<file path="src/rtl/counter_pkg.sv">
// Shared definitions for the up/down counter and its trace checker:
// checker FSM states and the single next-count rule (up, down, wrap, reset).
package counter_pkg;

   typedef enum logic [1:0] {
      ST_UNSYNC  = 2'd0,
      ST_LOCKING = 2'd1,
      ST_ARMED   = 2'd2
   } chk_state_t;

   // Computed at 32 bits; callers truncate to their width, which gives wrap modulo 2^W.
   function automatic logic [31:0] next_count(input logic        rst,
                                              input logic        down,
                                              input logic [31:0] cur);
      logic [31:0] res;
      res = 32'd0;
      if (rst) begin
         res = 32'd0;
      end else if (down) begin
         res = cur - 32'd1;
      end else begin
         res = cur + 32'd1;
      end
      return res;
   endfunction

endpackage

</file>
<file path="src/rtl/counter_predict.sv">
// Combinational expected-count calculator: value the counter should show now,
// given the previous sample of its reset, direction and output.
module counter_predict
   import counter_pkg::*;
#(
   parameter int unsigned W = 10
) (
   input  logic         p_rst,
   input  logic         p_mode,
   input  logic [W-1:0] p_cnt,
   output logic [W-1:0] exp_cnt
);

   // Expected value from the package rule, truncated back to W bits.
   always_comb begin
      exp_cnt = W'(next_count(p_rst, p_mode, 32'(p_cnt)));
   end

endmodule

</file>
<file path="config.mk">
export PLATFORM = sky130hd
export DESIGN_NAME = counter_predict
export DESIGN_NICKNAME = d
export VERILOG_FILES = /design/src/rtl/counter_pkg.sv /design/src/rtl/counter_predict.sv
export SDC_FILE = /design/constraint.sdc
export NUM_CORES = 1
export LEC_CHECK = 0
export ABC_AREA = 1
export CAP_MARGIN = 15
export CELL_PAD_IN_SITES_DETAIL_PLACEMENT = 1
export CELL_PAD_IN_SITES_GLOBAL_PLACEMENT = 2
export CORE_MARGIN = 4
export CORE_UTILIZATION = 22
export DETAILED_ROUTE_END_ITERATION = 10
export PLACE_DENSITY_LB_ADDON = 0.3
export REMOVE_ABC_BUFFERS = 1
export SLEW_MARGIN = 20
export SYNTH_ARGS = -nofsm -noshare
export SYNTH_HDL_FRONTEND = slang
export SYNTH_SLANG_ARGS = --single-unit
</file>
<file path="constraint.sdc">
create_clock -name vclk -period 3.93
set_input_delay 0.9825 -clock vclk [all_inputs]
set_output_delay 0.9825 -clock vclk [all_outputs]
set_load 0.02 [all_outputs]
</file>
==> metrics.yaml, run 1 <==
synthXorXnorAreaFrac_pct: 3.47
outcome: "finished, final reports clean"
core_um2: 2190
cp.required_ns: 2.95
ioPinCount: 22
synth_cell_types: 19
powerDensity_nw_per_um2: 161
worstPathArrival_ns: 2.84
min-delay-start: "p_rst"
routed.top_layer: "met3"
hold_depth: 3
hold_path_class: "input port to primary output"
slowest_delay_ns: 0.42
critPathTopFamily: "buffers and inverters"
p_leak_nw: 0.444
mostFrequentLayoutCell: "nand2_1"
nClkBuffers: 0
power_uw: 133
cap_violations: 0
pwr-share-comb_pct: 100.0
rsz0062_at_grt: "no"
drive_gt1_share_pct: 21.3
layoutNonFillerInstCount: 155
grt.total_usage_pct: 10.4
routedWlPerCell_um: 10.7
holdPathEnd: "exp_cnt[3]"
irDropWorstVdd_mv: 0.0579
post_cts_buffers: 0
crit_path_start_kind: "input port"
setup_viol: 0
maxSlewHeadroom_pct: 82.5
utilization_pct: 37.6
syn_area_um2: 505
worstPathCellList: "clkdlybuf4s50_1 -> buf_4 -> ha_1 -> inv_2 -> nand2_1 -> and2_2 -> xnor2_1 -> nor2_1 -> clkdlybuf4s15_1"
synth_top_family_by_area: "simple AND/OR/NAND/NOR gates"
grt_pass1_vias: 640
finalSetupTns_ns: 0
overflow: 0
syn_area_per_cell_um2: 5.44
initial_core_util_pct: 23.1
die_w_um: 55.9
finalCriticalPeriod_ns: 3.82
port-buffer-count: 22
grt_start_max_net_pins: 10
layout.nets: 150
synthMuxAreaShare_pct: 0
hpwl_mm: 1.48
critPathBufInv: 4
wl_met3_um: 49
cp_slowest_cell: "clkdlybuf4s50_1"
hold_violations: 0
slew_viol_final: 0
switchingPower_uw: 71.5
num_antenna_cells: 0
synth-compound-area-share_pct: 16.8
syn_to_final_growth_pct: 63.1
seq_power_share_pct: 0
yosysWarnings: 0
finalCritPeriodShare_pct: 97.3
seq_area_frac_synth_pct: 0
rows: 17
antenna_left: 0
cp_max_fo: 9
wl_met1_um: 764
synthSimpleGateAreaFrac_pct: 43.3
final_cell_mix: "nand2_1, clkdlybuf4s50_1, inv_1, buf_4, nor2_1"
dr.pass1.iters: 4
place.gp.congestion: 0.809
p_sw_share_pct: 53.9
synth_top_area_share_pct: 19.8
grt_pass1_wl_mm: 2.80
routed_wl_mm: 1.66
placed_cells: 155
wl_met2_um: 845
dr.first_iter.drc_count: 10
antenna_found_initial: 0
p_int_uw: 61.1
yosys.area_share.adder_pct: 23.8
vias_per_cell: 4.50
seqCellArea_um2: 0
die_area_um2: 3130
drc: 0
dieHeight_um: 55.9
fill_cells: 319
vias: 697
power_frac_clock_pct: 0
timing.fmax_mhz: 262
worstSetupEndpointType: "primary output"
worst_pin_slew_ns: 0.263
synthTopCellsByArea: "ha_1, nand2_1, inv_1"
syn_inst: 93
seq_cells: 0
worstSetupPathType: "input port to primary output"
yosys.area.top_type: "ha_1"
worst min-delay path: stages:
cell and delay [ns]:
clkdlybuf4s50_1 0.53, nor2_1 0.07, clkdlybuf4s15_1 0.27
worst max-delay path by stage:
stage	from	to	slack [ns]	cells after the start
2_1_floorplan	p_mode	exp_cnt[8]	0.73	8
3_3_place_gp	p_mode	exp_cnt[9]	-0.26	13
3_5_place_dp	p_mode	exp_cnt[9]	-0.28	13
4_1_cts	p_mode	exp_cnt[9]	0.0002	13
5_1_grt	p_mode	exp_cnt[3]	0.001	9
6_report	p_mode	exp_cnt[3]	0.11	9
synth_stat cells (all sizes together):
cell,count
nor2,13
nand4,1
fa,1
nand3,7
ha,8
o21a,1
o21ai,3
nand3b,1
and2,1
clkinv,2
a21oi,11
inv,15
xnor2,2
nand2,27
repair_timing:
| item | in CTS | in global routing |
|---|---|---|
| resized for setup | 9 | 11 |
| setup endpoints to repair | 8 | 7 |
| pin swaps | 0 | 0 |
| hold buffers | 0 | 0 |
routing by layer:
layer / global-route usage [%] / vias up
li1: - / 367
met1: 14.2 / 317
met2: 19.4 / 13
met3: 0.232 / 0
met4: 0 / 0
met5: 0 / -
area by class of cell:
type,count,area [um2],area share [%]
multi-input cells,76,442,53.6
inverters,17,63.8,7.74
repair buffers,34,284,34.4
well taps,28,35.0,4.25
power groups by stage:
stage               Sequential (mW)  Combinational, mW  Clock [mW]
floorplan                         0             0.0773           0
global placement                  0              0.140           0
detailed placement                0              0.142           0
CTS                               0              0.136           0
global route                      0              0.148           0
finish                            0              0.133           0
cells by family after synthesis:
group,after synthesis
and+or+nand+nor,50
buffers and inverters,17
AOI/OAI and AO/OA,15
adders and majority gates,9
xor gates and xnor gates,2
metrics by stage:
| stage | cell area, um2 | setup WS [ns] | hold WS, ns |
|---|---|---|---|
| 2_1_floorplan | 505 | 0.734 | 2.04 |
| 3_3_place_gp | 851 | -0.259 | 3.05 |
| 3_5_place_dp | 851 | -0.284 | 3.08 |
| 4_1_cts | 842 | 0.000239 | 2.87 |
| 5_1_grt | 825 | 0.00137 | 2.88 |
| 6_report | 825 | 0.108 | 2.83 |
Note: power is estimated with default switching activity, not from simulation.
==> run 2, diff against run 1 <==
CORE_MARGIN = 3   (was 4)
==> run 2 against run 1 <==
Effect of this change:
- non-clock buffer count did not move
- worst setup slack improved by 0.014 ns
- combinational power is 5% higher
- count of clock-buffer cells in the layout unchanged
- final cell count fell by 0.65%
- global-route usage is 1.5 points higher
- worst hold slack lost 0.066 ns
- cell area is 7.0% higher
- fmax is 0.36% higher
- sequential share of layout area did not move
- critical endpoint is now exp_cnt[8]
==> metrics.yaml, run 2 (synthesis results as in run 1) <==
cap_violations: 0
p_leak_nw: 0.461
cp.required_ns: 2.95
port-buffer-count: 22
routedWlPerCell_um: 10.3
crit_path_start_kind: "input port"
vias_per_cell: 4.53
layout.nets: 150
mostFrequentLayoutCell: "nand2_1"
die_area_um2: 2910
overflow: 0
core_um2: 2060
antenna_left: 0
post_cts_buffers: 0
power_uw: 140
hold_violations: 0
worstPathArrival_ns: 2.83
nClkBuffers: 0
syn_to_final_growth_pct: 74.5
antenna_found_initial: 0
rows: 16
grt_start_max_net_pins: 8
powerDensity_nw_per_um2: 158
routed_wl_mm: 1.59
outcome: "finished, final reports clean"
irDropWorstVdd_mv: 0.0602
drc: 0
worst_pin_slew_ns: 0.247
dr.pass1.iters: 2
finalCriticalPeriod_ns: 3.81
seqCellArea_um2: 0
initial_core_util_pct: 24.5
finalCritPeriodShare_pct: 96.9
slew_viol_final: 0
setup_viol: 0
finalSetupTns_ns: 0
final_cell_mix: "nand2_1, inv_1, clkdlybuf4s50_1, nor2_1, buf_4"
worstSetupPathType: "input port to primary output"
drive_gt1_share_pct: 22.0
die_w_um: 53.9
cp_max_fo: 4
num_antenna_cells: 0
hpwl_mm: 1.42
vias: 697
dieHeight_um: 53.9
timing.fmax_mhz: 263
grt_pass1_wl_mm: 2.71
fill_cells: 289
rsz0062_at_grt: "no"
worstSetupEndpointType: "primary output"
hold_path_class: "input port to primary output"
place.gp.congestion: 0.794
dr.first_iter.drc_count: 1
ioPinCount: 22
grt.total_usage_pct: 11.9
grt_pass1_vias: 644
seq_cells: 0
maxSlewHeadroom_pct: 83.5
[run 2: final cells by class]
class / instances / area, um2 / area share [%]
tap: 27 / 33.8 / 3.83
multi-input combinational: 76 / 469 / 53.2
timing repair buffer: 34 / 315 / 35.7
inverter: 17 / 63.8 / 7.23
[run 2: path summary, 6_finish.rpt]
kind,start,endpoint,slack [ns],cells past startpoint
worst max-delay path,p_cnt[0],exp_cnt[8],0.12,10
worst min-delay path,p_mode,exp_cnt[9],2.77,8
[run 2: layer usage]
layer / part of all wire (%) / track usage, % / vias to the layer above / wire length [um]
li1: - / - / 369 / -
met1: 47 / 16.4 / 316 / 741
met2: 50 / 21.6 / 12 / 788
met3: 3.9 / 0.277 / 0 / 62
met4: 0 / 0 / 0 / 0
met5: 0 / 0 / - / 0
[run 2: timing repair]
action | CTS | global route
gates resized for setup | 15 | 5
pin swaps | 0 | 1
endpoints found under the setup margin | 8 | 7
hold buffers | 0 | 0
[run 2: worst max-delay path: stages]
cell	delay, ns
clkdlybuf4s50_1	0.48
inv_1	0.07
fa_1	0.40
nand3b_1	0.18
nand2_2	0.10
nand3_1	0.10
nand3_1	0.10
nand2_1	0.05
nor2_1	0.09
clkdlybuf4s15_2	0.26
[run 2: report_power, final]
part           internal (mW)  switching [mW]  leakage (nW)
logic                 0.0673          0.0724         0.461
clock network              0               0             0
registers                  0               0             0
total                 0.0673          0.0724         0.461
[run 2: stage by stage]
stage	cells	utilization [%]	cell area, um2	setup WS [ns]	hold WS [ns]
final	154	42.8	882	0.122	2.77
after global routing	154	42.8	882	0.0105	2.86
after CTS	154	41.1	848	0.00940	2.86
after detailed placement	154	41.2	850	-0.327	3.06
after global placement	154	41.2	850	-0.299	3.06
after floorplan	93	-	505	0.734	2.04
